==> src/rtl/alarm_siren_ctrl_if.sv <==
// Bundle of the alarm-level input, the operator acknowledge and the siren/lamp outputs of alarm_siren_ctrl.
// The master drives alarm_in/ack; the slave (the controller) drives the rest and exposes its FSM state.
interface alarm_siren_ctrl_if;
  logic       alarm_in;
  logic       ack;
  logic       siren;
  logic       active;
  logic       silenced;
  logic       strobe;
  logic [7:0] event_count;
  logic [1:0] state_dbg;

  modport master (
    output alarm_in, ack,
    input  siren, active, silenced, strobe, event_count, state_dbg
  );

  modport slave (
    input  alarm_in, ack,
    output siren, active, silenced, strobe, event_count, state_dbg
  );
endinterface

==> src/rtl/alarm_siren_ctrl.sv <==
// Siren controller: gated square-wave tone with on/off cadence, acknowledge, auto-silence and episode counter.
// Optional warning lamp built only when the STROBE_EN macro is defined; otherwise strobe is tied low.
module alarm_siren_ctrl #(
  parameter int TONE_DIV    = 2,
  parameter int CADENCE_ON  = 8,
  parameter int CADENCE_OFF = 8,
  parameter int TIMEOUT_CYC = 64
) (
  input  logic              clk,
  input  logic              rst,
  alarm_siren_ctrl_if.slave bus
);

  // Interface semantics: there is no valid/ready pair. alarm_in and ack are levels
  // sampled on every rising clk edge; all outputs are registered and change only on
  // that edge, together with the state they describe.

  localparam int CAD_MAX = (CADENCE_ON > CADENCE_OFF) ? CADENCE_ON : CADENCE_OFF;
  localparam int CAD_W   = $clog2(CAD_MAX + 1);
  localparam int TONE_W  = $clog2(TONE_DIV + 1);
  localparam int TO_W    = $clog2(TIMEOUT_CYC + 1);

  localparam logic [CAD_W-1:0]  CAD_ON_LAST  = CAD_W'(CADENCE_ON - 1);
  localparam logic [CAD_W-1:0]  CAD_OFF_LAST = CAD_W'(CADENCE_OFF - 1);
  localparam logic [TONE_W-1:0] TONE_LAST    = TONE_W'(TONE_DIV - 1);
  localparam logic [TO_W-1:0]   TO_LIMIT     = TO_W'(TIMEOUT_CYC);

  typedef enum logic [1:0] {
    IDLE      = 2'd0,
    SOUND_ON  = 2'd1,
    SOUND_OFF = 2'd2,
    SILENCED  = 2'd3
  } state_t;

  state_t            state;
  logic              siren_q;
  logic              active_q;
  logic              silenced_q;
  logic [7:0]        event_count_q;
  logic [CAD_W-1:0]  cad_cnt;
  logic [TONE_W-1:0] tone_cnt;
  logic [TO_W-1:0]   to_cnt;
  logic [TO_W-1:0]   to_inc;

  // Count of clocks spent sounding, including the current one.
  assign to_inc = to_cnt + TO_W'(1);

  always_ff @(posedge clk) begin
    if (rst) begin
      state         <= IDLE;
      siren_q       <= 1'b0;
      active_q      <= 1'b0;
      silenced_q    <= 1'b0;
      event_count_q <= 8'd0;
      cad_cnt       <= '0;
      tone_cnt      <= '0;
      to_cnt        <= '0;
    end else begin
      case (state)
        IDLE: begin
          if (bus.alarm_in) begin
            state    <= SOUND_ON;
            siren_q  <= 1'b1;
            active_q <= 1'b1;
            cad_cnt  <= '0;
            tone_cnt <= '0;
            to_cnt   <= '0;
            if (event_count_q != 8'hFF) event_count_q <= event_count_q + 8'd1;
          end
        end

        SOUND_ON, SOUND_OFF: begin
          if (!bus.alarm_in) begin
            state    <= IDLE;
            siren_q  <= 1'b0;
            active_q <= 1'b0;
          end else if (bus.ack || (to_inc == TO_LIMIT)) begin
            state      <= SILENCED;
            siren_q    <= 1'b0;
            active_q   <= 1'b0;
            silenced_q <= 1'b1;
          end else begin
            to_cnt <= to_inc;
            if (state == SOUND_ON) begin
              if (cad_cnt == CAD_ON_LAST) begin
                state   <= SOUND_OFF;
                siren_q <= 1'b0;
                cad_cnt <= '0;
              end else begin
                cad_cnt <= cad_cnt + CAD_W'(1);
                if (tone_cnt == TONE_LAST) begin
                  tone_cnt <= '0;
                  siren_q  <= ~siren_q;
                end else begin
                  tone_cnt <= tone_cnt + TONE_W'(1);
                end
              end
            end else begin
              // Each burst restarts the tone in its high phase.
              if (cad_cnt == CAD_OFF_LAST) begin
                state    <= SOUND_ON;
                siren_q  <= 1'b1;
                cad_cnt  <= '0;
                tone_cnt <= '0;
              end else begin
                cad_cnt <= cad_cnt + CAD_W'(1);
              end
            end
          end
        end

        SILENCED: begin
          if (!bus.alarm_in) begin
            state      <= IDLE;
            silenced_q <= 1'b0;
          end
        end

        default: begin
          state      <= IDLE;
          siren_q    <= 1'b0;
          active_q   <= 1'b0;
          silenced_q <= 1'b0;
        end
      endcase
    end
  end

  assign bus.siren       = siren_q;
  assign bus.active      = active_q;
  assign bus.silenced    = silenced_q;
  assign bus.event_count = event_count_q;
  assign bus.state_dbg   = state;

`ifdef STROBE_EN
  // The lamp is lit in every non-IDLE state; the next state is non-IDLE exactly when alarm_in is high.
  logic strobe_q;

  always_ff @(posedge clk) begin
    if (rst) strobe_q <= 1'b0;
    else     strobe_q <= bus.alarm_in;
  end

  assign bus.strobe = strobe_q;
`else
  assign bus.strobe = 1'b0;
`endif

endmodule
==> src/flat_wrapper.sv <==
// flat-port wrapper written by rule: the top's interface ports become plain ports
module alarm_siren_ctrl_flat 
#(
  parameter int TONE_DIV    = 2,
  parameter int CADENCE_ON  = 8,
  parameter int CADENCE_OFF = 8,
  parameter int TIMEOUT_CYC = 64
)
  (clk, rst, bus_alarm_in, bus_ack, bus_siren, bus_active, bus_silenced, bus_strobe, bus_event_count, bus_state_dbg);
  alarm_siren_ctrl_if bus_i ();
  input  logic clk;
  input  logic rst;
  input wire logic [$bits(bus_i.alarm_in)-1:0] bus_alarm_in;
  input wire logic [$bits(bus_i.ack)-1:0] bus_ack;
  output wire logic [$bits(bus_i.siren)-1:0] bus_siren;
  output wire logic [$bits(bus_i.active)-1:0] bus_active;
  output wire logic [$bits(bus_i.silenced)-1:0] bus_silenced;
  output wire logic [$bits(bus_i.strobe)-1:0] bus_strobe;
  output wire logic [$bits(bus_i.event_count)-1:0] bus_event_count;
  output wire logic [$bits(bus_i.state_dbg)-1:0] bus_state_dbg;
  assign bus_i.alarm_in = bus_alarm_in;
  assign bus_i.ack = bus_ack;
  assign bus_siren = bus_i.siren;
  assign bus_active = bus_i.active;
  assign bus_silenced = bus_i.silenced;
  assign bus_strobe = bus_i.strobe;
  assign bus_event_count = bus_i.event_count;
  assign bus_state_dbg = bus_i.state_dbg;
  alarm_siren_ctrl #(.TONE_DIV(TONE_DIV), .CADENCE_ON(CADENCE_ON), .CADENCE_OFF(CADENCE_OFF), .TIMEOUT_CYC(TIMEOUT_CYC)) u_core (.clk(clk), .rst(rst), .bus(bus_i));
endmodule
==> config.mk <==
export PLATFORM = sky130hd
export DESIGN_NAME = alarm_siren_ctrl_flat
export DESIGN_NICKNAME = d
export VERILOG_FILES = /design/src/rtl/alarm_siren_ctrl_if.sv /design/src/rtl/alarm_siren_ctrl.sv /design/src/flat_wrapper.sv
export SDC_FILE = /design/constraint.sdc
export NUM_CORES = 1
export LEC_CHECK = 0
export CORE_ASPECT_RATIO = 1.75
export CORE_MARGIN = 5
export CORE_UTILIZATION = 33
export CTS_CLUSTER_DIAMETER = 30
export DETAILED_ROUTE_END_ITERATION = 16
export GPL_TIMING_DRIVEN = 1
export HOLD_SLACK_MARGIN = 0.12
export SETUP_SLACK_MARGIN = 0.1
export SLEW_MARGIN = 5
export SYNTH_ARGS = -nofsm -noshare
export SYNTH_HDL_FRONTEND = slang
export SYNTH_SLANG_ARGS = --single-unit
==> constraint.sdc <==
create_clock -name clk -period 5.89 [get_ports clk]
set_input_delay 0.8835 -clock clk [delete_from_list [all_inputs] [get_ports clk]]
set_output_delay 0.8835 -clock clk [all_outputs]
set_load 0.05 [all_outputs]
# Word level (Yosys, flattened, before mapping)
# Index checks and enable logic that the tools add are counted.
dict set report classes {
  addsub 4
  n_eq_ne 18
  n_mux 40
  bitwise_logic 1
  n_reduce_logical 12
}
# operator count
set ops {}
lappend ops {{$mux 2} 14}
lappend ops {{$mux 7} 3}
lappend ops {{$mux 4} 4}
lappend ops {{$pmux 7 s2} 1}
lappend ops {{$mux 1} 12}
lappend ops {{$reduce_and 4->1} 3}
lappend ops {{$ne 5x2->1 const B} 2}
lappend ops {{$reduce_and 3->1} 3}
lappend ops {{$add 8x1->8 const B} 1}
lappend ops {{$ne 2x2->1 const B} 4}
lappend ops {{$ne 8x8->1 const B} 1}
lappend ops {{$pmux 4 s2} 1}
lappend ops {{$add 7x1->7 const B} 1}
lappend ops {{$eq 7x7->1 const B} 1}
lappend ops {{$pmux 1 s2} 3}
lappend ops {{$pmux 2 s3} 1}
lappend ops {{$reduce_and 6->1} 1}
lappend ops {{$add 4x1->4 const B} 1}
lappend ops {{$eq 2x1->1 const B} 2}
lappend ops {{$eq 2x2->1 const B} 2}
lappend ops {{$eq 4x3->1 const B} 1}
lappend ops {{$ne 4x2->1 const B} 1}
lappend ops {{$pmux 2 s2} 1}
lappend ops {{$reduce_bool 2->1} 2}
lappend ops {{9 further kinds} 9}
dict set report word_totals {
  ff_bits 26
  inputBits 4
  output_inout_bits 14
  elab_cells 83
}

# Longest topological paths before layout
# Gate-level depths: netlist of run 1.
dict set report logic_depth {
  ltp_word 7
  mapped_depth 9
  mapped_depth_nobuf 7
}

# Worst setup path before layout of run 1
# No wires, ideal clock.
dict set report synth_path {
  kind {reg2reg}
  startpoint {register u_core.state[0] (netlist: u_core.bus.state_dbg[0])}
  endpoint {register u_core.to_cnt[0]}
  setup_ns 0.121
  arrival_time_ns 2.212
  required_time_ns 5.769
  path_slack_ns 3.557
  path_stages_with_launch 9
  path_buffers 2
  synth_period_minus_slack_ns 2.333
  path_cell_list {dfxtp_1 > inv_1 > ha_1 > clkbuf_8 > nand2_1 > or3_1 > buf_6 > and2_4 > mux2_4}
}
dict set report synth_via {
  elab_chain_len 4
  elab_cells_between_ends 10
  classes_between {eq/ne: 5; mux: 1; reduce/logical: 4}
}
# item line
set synth_lines {}
lappend synth_lines {{start, declared} alarm_siren_ctrl.sv:35} ;# state_t state;
lappend synth_lines {{start signal, assigned} alarm_siren_ctrl.sv:50} ;# state <= IDLE;
lappend synth_lines {{start signal, assigned} alarm_siren_ctrl.sv:62} ;# state <= SOUND_ON;
lappend synth_lines {{start signal, assigned} alarm_siren_ctrl.sv:74} ;# state <= IDLE;
lappend synth_lines {{$eq 2x2->1 / $eq 2x1->1 (equally long branches)} alarm_siren_ctrl.sv:59} ;# case (state)
lappend synth_lines {{$reduce_or 2->1} alarm_siren_ctrl.sv:59}
lappend synth_lines {{$ne 2x2->1 (no line) / $reduce_bool 2->1 (equally long branches)} -}
lappend synth_lines {{$reduce_and 4->1 (no line)} -}
lappend synth_lines {{end signal, assigned} alarm_siren_ctrl.sv:83} ;# to_cnt <= to_inc;
lappend synth_lines {{end, declared} alarm_siren_ctrl.sv:42} ;# logic [TO_W-1:0] to_cnt;
# Several ways; a longest one is shown, not always the timed one.
# A chain may end at the register's enable or synchronous reset.

==> flow_metrics.tcl, run 1 <==
set metrics [dict create \
    worstSetupPathType "input pin to flop" \
    ant_nets 0 \
    area_growth_pct 15.1 \
    path_cells "clkdlybuf4s50_1, nor2b_1, nand2_1, nor3_2, nand2_1, o22ai_1" \
    timing.critical_path.mode_cell "nand2_1" \
    clk-insertion-delay-late_ps 280 \
    cp.required_ps 6100 \
    clock-root-buffer "clkbuf_8" \
    diodes 0 \
    wl_per_cell_um 14.1 \
    syn_inst 185 \
    io_buffers 16 \
    post-route-period-util_pct 50.1 \
    ys_seq_area_share_pct 33.4 \
    row_count 33 \
    status "finished, final reports clean" \
    drv_slew 0 \
    cts_hold_buf 0 \
    clock_tree.buffer_depth 2 \
    grt_usage_pct 12.7 \
    vias 1337 \
    cts_buffers 3 \
    synth_edf_count 0 \
    yosys.area_share.simple_pct 28.3 \
    slowest_delay_ps 760 \
    post_cts_resized 0 \
    antenna_found_initial 0 \
    maxSlewHeadroom_pct 54.0 \
    layout.nets 211 \
    die_w_um 62.0 \
    synth-adder-area-share_pct 5.62 \
    critPathMaxFanout 16 \
    syn_area_um2 1560 \
    core_um2 4620 \
    ys_ff_latch 26 \
    drt_wl_total_um 3540 \
    detailed_place_hpwl_um 2690 \
    design_area_um2 1790 \
    maxCapViolations 0 \
    yosysTopAreaCellShare_pct 33.4 \
    worst_slack_ps 2940 \
    synth_mux_area_share_pct 3.53 \
    power.density_nw_per_um2 228 \
    critPathTopFamily "simple AND/OR/NAND/NOR gates" \
    fin_setup_tns_ps 0 \
    avgSynthCellArea_um2 8.43 \
    die_y_um 101 \
    ys_top_cells_by_area "dfxtp_1 (33%), ha_1 (5.6%), nand2_1 (4.8%), nor2_1 (4.3%), o21ai_0 (4.2%)" \
    grt_max_degree 17 \
    synth-async-reset-ratio_pct 0 \
    synthesis.nets 196 \
    grt.overflow.total 0 \
    p_leak_nw 0.657 \
    fin_util_pct 38.8 \
    report.final.hold_viol_count 0 \
    max-vdd-ir-drop_v 0.000202 \
    tightest_slew_ps 688 \
    clk_pin_slew_worst_paths_ps 90 \
    vias_per_cell 5.33 \
    fin_worst_hold_slack_ps 507 \
    drt_first_pass_iters 4 \
    fin_crit_ps 2950 \
    die_area_um2 6250 \
    ys.flop_type "dfxtp_1" \
    synth_top_family_by_area "simple AND/OR/NAND/NOR gates" \
    rsz0062_at_grt "false" \
    place_area_um2 1740 \
    grt_pass1_wl_um 6150 \
    gp_congestion 0.860 \
    setup_viol 0 \
    initial_core_util_pct 33.7 \
    io_pins 18 \
    h-tree-depth 1 \
    fmax_ghz 0.339 \
    ys_warn_count 0 \
    synth.distinct_cells 56 \
    cp-start-kind "input pin" \
    worstPathArrival_ps 3160 \
    clock-sinks 26 \
    yosysTopAreaCell "dfxtp_1" \
    synth_compound_area_share_pct 20.2 \
    grt_pass1_vias 1417 \
    critPathBufInv 1 \
    drt_iter0_markers 24 \
    cts_tree "built" \
    place_ws_ps 2670 \
    min_path_type "flop to flop" \
    synth_xor_xnor_area_share_pct 3.93 \
    critPathCaptureType "flop" \
    cp_slowest_cell "clkdlybuf4s50_1" \
    drc 0 \
    skew_ps 6.55 \
    drive_gt1_share_pct 10.6 \
    post-cts-setup-buffers 0 \
]
==> cell usage after synthesis (all sizes together) (2+ instances only) <==
master,count
or3,2
xnor2,2
and3,3
nor2,19
o31a,2
a31o,2
buf,3
nor3,3
ha,7
nor2b,7
a21oi,7
a31oi,4
nand3b,3
a22oi,3
xor2,5
a22o,3
nand3,8
clkbuf,3
nand4,3
o21ai,15
mux2i,4
or4,3
nand2,22
dfxtp,26
inv,8
==> per-layer routing <==
layer	GRT usage, %	routed length, um	vias up
met4	8.01	147	0
li1	-	-	689
met5	0	0	-
met1	14.5	1530	614
met3	2.05	93	13
met2	20.9	1780	21
==> logic make-up (layout without fill, tap and decap cells) <==
| group | count (synthesis) | in the layout |
|---|---|---|
| DFF | 26 | 26 |
| xor gates and xnor gates | 7 | 7 |
| AOI/OAI and AO/OA | 45 | 45 |
| adders and majority gates | 7 | 7 |
| muxes | 5 | 5 |
| other | 1 | 1 |
| and+or+nand+nor | 80 | 80 |
| buffers and inverters | 14 | 28 |
==> where the power goes <==
group | internal [mW] | switching [mW] | total [mW]
sequential | 0.182 | 0.00711 | 0.190
combinational | 0.0375 | 0.0648 | 0.102
clock | 0.0599 | 0.0570 | 0.117
==> sequential cells by signal, summed over array words and instances, names as in the netlist <==
signal                  flops
u_core.bus.active           1
u_core.bus.event_count      8
u_core.bus.silenced         1
u_core.bus.siren            1
u_core.bus.state_dbg        2
u_core.cad_cnt              4
u_core.to_cnt               7
u_core.tone_cnt             2
==> stage by stage <==
step | power (mW) | instances
finish | 0.409 | 251
floorplan | 0.272 | 185
CTS | 0.413 | 251
global route | 0.431 | 251
global placement | 0.297 | 247
detailed placement | 0.296 | 247
==> worst reg2reg max path, stage by stage (launching register included) <==
cell	delay (ps)
dfxtp_1	450
inv_1	100
ha_1	470
nor2b_1	580
nand2_1	200
nor3_2	360
nand2_1	130
o22ai_1	130
==> cell type report <==
class | count | area, um2
Multi-Input combinational cell | 145 | 963
Sequential cell | 26 | 520
Inverter | 8 | 30.0
Tap cell | 52 | 65.1
Timing Repair Buffer | 16 | 160
Clock buffer | 4 | 55.1
Fill cell | 486 | 2830
==> layout by cell type, fill, tap and decap left out, types with 2 or more instances in the layout <==
master / Yosys / layout
dfxtp_1: 26 / 26
nand2_1: 20 / 20
nor2_1: 18 / 18
clkdlybuf4s50_1: 0 / 16
o21ai_0: 13 / 13
inv_1: 8 / 8
nand3_1: 8 / 8
nor2b_1: 7 / 7
ha_1: 7 / 7
a21oi_1: 5 / 5
xor2_1: 5 / 5
mux2i_1: 4 / 4
clkbuf_8: 1 / 4
nand3b_1: 3 / 3
nand4_1: 3 / 3
a31oi_1: 3 / 3
a22o_1: 3 / 3
a22oi_1: 3 / 3
and3_1: 3 / 3
nand2_2: 2 / 2
o21ai_1: 2 / 2
nor3_1: 2 / 2
or3_1: 2 / 2
a21oi_2: 2 / 2
xnor2_1: 2 / 2
==> worst paths after layout <==
check	start	slack [ps]	cells after the start	endpoint
hold reg to reg	u_core.cad_cnt[3]	510	2	u_core.cad_cnt[3]
setup reg to reg	u_core.bus.state_dbg[0]	3400	7	u_core.cad_cnt[3]
hold / removal	u_core.cad_cnt[3]	510	2	u_core.cad_cnt[3]
setup / recovery	rst	2940	6	u_core.cad_cnt[3]
(Power assumes the default switching activity.)
==> run 2, diff against run 1 <==
- clock period: 5.89 -> 2.9 ns (I/O delays scaled with it)
==> flow_metrics.tcl, run 2 (synthesis gave the netlist of run 1 again) <==
set metrics [dict create \
    status "finished, final reports clean" \
    critPathCaptureType "flop" \
    wl_per_cell_um 14.7 \
    drc 0 \
    core_um2 4620 \
    fillers 492 \
    drive_gt1_share_pct 11.4 \
    grt_pass1_vias 1417 \
    grt.overflow.total 0 \
    io_pins 18 \
    dp.cells 250 \
    die_w_um 62.0 \
    pwr-share-seq_pct 48.0 \
    worstReg2RegStart "u_core.bus.state_dbg[0]" \
    place_area_um2 1760 \
    power.density_nw_per_um2 445 \
    max-vdd-ir-drop_v 0.000407 \
    post-cts-setup-buffers 0 \
    drt_first_pass_iters 4 \
    rsz0062_at_grt "false" \
    post-route-period-util_pct 76.2 \
    drt_wl_total_um 3710 \
    gp_congestion 0.813 \
    cp.required_ps 3070 \
    fin_crit_ps 2210 \
    worstSetupPathType "flop to flop" \
    fin_setup_tns_ps 0 \
    tightest_slew_ps 502 \
    rrSetupSlack_ps 690 \
    h-tree-depth 1 \
    hold-path-cell-count 2 \
    clock_tree.buffer_depth 2 \
    grt_max_degree 16 \
    largest_register_ffs 8 \
    grt_pass1_wl_um 6250 \
    clock-sinks 26 \
    ant_nets 0 \
    hp-start "u_core.bus.state_dbg[1]" \
    cts_tree "built" \
    die_area_um2 6250 \
    reg2reg_to "u_core.to_cnt[0]" \
    cp-start-kind "flop" \
    diodes 0 \
    worst_slack_ps 692 \
    hold_end "u_core.bus.state_dbg[1]" \
    fmax_ghz 0.453 \
    vias_per_cell 5.50 \
    cts_hold_buf 0 \
    critPathMaxFanout 10 \
    layout_commonest_cell "dfxtp_1" \
    maxCapViolations 0 \
    maxSlewHeadroom_pct 66.4 \
    min_path_type "flop to flop" \
    layout_common_cells "dfxtp_1 (26), nand2_1 (20), nor2_1 (18)" \
    r2r_cells 6 \
    antenna_found_initial 0 \
    die_y_um 101 \
    place_ws_ps 622 \
    drv_slew 0 \
    io_buffers 16 \
    switching_share_pct 32.2 \
    grt_usage_pct 13.0 \
    layout.nets 214 \
    cts_buffers 3 \
    clock-root-buffer "clkbuf_8" \
    fin_util_pct 39.0 \
    detailed_place_hpwl_um 2850 \
    clkPwrFrac_pct 25.5 \
    fin_cells 253 \
    p_int_uw 543 \
    p_comb_share_pct 26.5 \
    setup_viol 0 \
    p_leak_nw 0.665 \
    drt_iter0_markers 35 \
    clk-insertion-delay-late_ps 270 \
    area_growth_pct 15.7 \
    clk_pin_slew_worst_paths_ps 90 \
    worstPathArrival_ps 2370 \
    design_area_um2 1800 \
    p_switching_uw 258 \
    report.final.hold_viol_count 0 \
    initial_core_util_pct 33.7 \
    power_uw 802 \
    skew_ps 2.14 \
    fin_worst_hold_slack_ps 517 \
    vias 1392 \
    post_cts_resized 0 \
    row_count 33 \
]
==> run 2: cell count changes in the layout (fill, tap and decap cells not counted) <==
cell,previous run,this run
buf_4,0,3
clkbuf_8,4,3
==> run 2: critical path, stage by stage (launching register included) <==
cell and delay [ps]:
dfxtp_1 460, inv_1 100, ha_1 440, nand2_1 150
or3_1 490, and2_4 220, mux2_4 240
==> run 2: per-layer routing <==
layer  up-vias  track usage, %  wire [um]
met5         -               0          0
met4         0            7.35         85
met3         6            1.67        124
met2        36            22.2       2010
met1       656            14.7       1490
li1        694               -          -
==> run 2: cell type report <==
type / instances / area, um2 / share of cell area (%)
sequential: 26 / 520 / 28.9
multi-input combinational: 145 / 963 / 53.4
clock buffer: 3 / 41.3 / 2.29
tap: 52 / 65.1 / 3.61
inverter: 8 / 30.0 / 1.67
timing repair buffer: 19 / 183 / 10.1
==> run 2: how the worst max path moves through the flow <==
stage                         to  cells past startpoint  slack, ps                     from
2_1_floorplan   u_core.to_cnt[0]                      8        570  u_core.bus.state_dbg[0]
3_3_place_gp    u_core.to_cnt[0]                      5        620             bus_alarm_in
3_5_place_dp    u_core.to_cnt[0]                      5        620             bus_alarm_in
4_1_cts         u_core.to_cnt[0]                      6        700  u_core.bus.state_dbg[0]
5_1_grt        u_core.cad_cnt[0]                      7        450  u_core.bus.state_dbg[0]
6_report        u_core.to_cnt[0]                      6        690  u_core.bus.state_dbg[0]
==> run 2: power by group through the flow <==
stage / Combinational [mW] / Sequential (mW) / Clock, mW
6_report: 0.212 / 0.385 / 0.204
2_1_floorplan: 0.121 / 0.431 / 0
3_3_place_gp: 0.214 / 0.393 / 0
4_1_cts: 0.213 / 0.385 / 0.212
5_1_grt: 0.233 / 0.388 / 0.230
3_5_place_dp: 0.212 / 0.393 / 0
==> run 3, diff against run 2 <==
- clock period: 2.9 -> 1.9 ns (I/O delays scaled with it)
==> flow_metrics.tcl, run 3 (synthesis gave the netlist of run 1 again) <==
set metrics [dict create \
    row_count 33 \
    ant_nets 0 \
    clock_tree.buffer_depth 2 \
    rsz0062_at_grt "true" \
    hp-start "u_core.cad_cnt[0]" \
    min_path_type "flop to flop" \
    setup_viol 0 \
    initial_core_util_pct 33.7 \
    io_pins 18 \
    drt_iter0_markers 26 \
    diodes 0 \
    drive_gt1_share_pct 28.6 \
    layout.nets 229 \
    tightest_slew_ps 507 \
    fin_crit_ps 1740 \
    cts_hold_buf 0 \
    worstSetupPathType "flop to flop" \
    use_met3_pct 1.28 \
    power_mw 1.35 \
    hold_end "u_core.cad_cnt[0]" \
    clock-root-buffer "clkbuf_8" \
    status "finished, final reports clean" \
    max-vdd-ir-drop_v 0.000517 \
    worstPathArrival_ps 1910 \
    fin_util_pct 44.1 \
    maxCapViolations 0 \
    fin_worst_hold_slack_ps 506 \
    grt_usage_pct 13.4 \
    layout_commonest_cell "nor2_1" \
    drv_slew 0 \
    clk-insertion-delay-late_ps 270 \
    post-route-period-util_pct 91.4 \
    report.final.hold_viol_count 0 \
    io_buffers 16 \
    reg2reg_to "u_core.to_cnt[0]" \
    multi_input_area_um2 1040 \
    hold-path-cell-count 1 \
    die_y_um 101 \
    cp.required_ps 2070 \
    seqCellArea_um2 538 \
    grt_pass1_wl_um 6410 \
    grt_pass1_vias 1432 \
    p_leak_nw 0.877 \
    area_growth_pct 30.9 \
    grt_util_met1_pct 15.5 \
    drc 0 \
    antenna_found_initial 0 \
    cts_tree "built" \
    skew_ps 1.54 \
    fillers 485 \
    largest_register_ffs 8 \
    drt_wl_total_um 3880 \
    cts_buffers 3 \
    maxSlewHeadroom_pct 66.1 \
    core_um2 4620 \
    r2r_cells 6 \
    grt.overflow.total 0 \
    drt_first_pass_iters 4 \
    fmax_ghz 0.576 \
    vias_per_cell 5.41 \
    vias 1456 \
    clock-sinks 26 \
    detailed_place_hpwl_um 2930 \
    power.density_nw_per_um2 664 \
    cp-start-kind "flop" \
    worstReg2RegStart "u_core.bus.state_dbg[0]" \
    die_area_um2 6250 \
    grt_max_degree 16 \
    use_met2_pct 23.3 \
    wl_per_cell_um 14.4 \
    critPathMaxFanout 7 \
    clk_pin_slew_worst_paths_ps 90 \
    rrSetupSlack_ps 160 \
    critPathCaptureType "flop" \
    layout_common_cells "nor2_1 (18), nand2_1 (17), buf_4 (17)" \
    crit_start "u_core.bus.state_dbg[0]" \
    h-tree-depth 1 \
    top_usage_layer "met2" \
    die_w_um 62.0 \
    gp_congestion 0.783 \
]
-- run 3: cell count changes in the layout (fill, tap and decap cells not counted), moves of 6 or more --
cell,change
buf_4,+14
clkdlybuf4s50_1,-9
dfxtp_1,-10
dfxtp_2,+8
dlymetal6s2s_1,+6
-- run 3: how the worst max path moves through the flow --
stage	end	slack, ps	cells after the start
floorplan	u_core.to_cnt[0]	-60	8
global placement	u_core.cad_cnt[3]	20	6
detailed placement	u_core.to_cnt[0]	10	5
CTS	bus_state_dbg[0]	110	1
global route	u_core.to_cnt[1]	70	7
finish	u_core.to_cnt[0]	160	6
-- run 3: repair_timing --
item / 4_1_cts / 5_1_grt
gates resized for setup: 3 / 26
setup endpoints to repair: 3 / 19
buffers inserted: 0 / 2
pin swaps: 0 / 4
-- run 3: area by class of cell --
class                   instances  share of cell area (%)
repair buffers                 34                    15.2
inverters                       8                    1.72
multi-input cells             145                    50.8
flip-flops and latches         26                    26.4
clock buffers                   4                    2.70
well taps                      52                    3.19
-- run 3: stage by stage --
step | std cells | setup TNS [ps] | worst slack, ps | instance area [um2]
floorplan | 185 | -119 | -64.9 | 1590
global route | 269 | 0 | 74.2 | 2040
finish | 269 | 0 | 163 | 2040
CTS | 267 | 0 | 106 | 1940
global placement | 263 | 0 | 21.1 | 1890
detailed placement | 263 | 0 | 14.5 | 1890
-- run 3: per-layer routing --
| metal | part of all wire, % | vias to the layer above | wire length (um) |
|---|---|---|---|
| met5 | 0 | - | 0 |
| met4 | 2.5 | 0 | 97 |
| met3 | 2.2 | 8 | 86 |
| met2 | 57 | 28 | 2200 |
| met1 | 39 | 697 | 1500 |
| li1 | - | 723 | - |
-- run 3: report_power, final --
part           total, mW  leakage [nW]  switching [mW]  internal, mW
Combinational      0.397         0.633           0.224         0.173
Sequential         0.590         0.216          0.0227         0.567
Clock              0.368        0.0288           0.182         0.186
-- run 3: worst max-delay path: stages, from the launching register on --
cell and delay, ps:
dfxtp_4 400, inv_4 50, ha_4 310, nand2_2 60, or3_4 400, and2_4 170
mux2_4 240
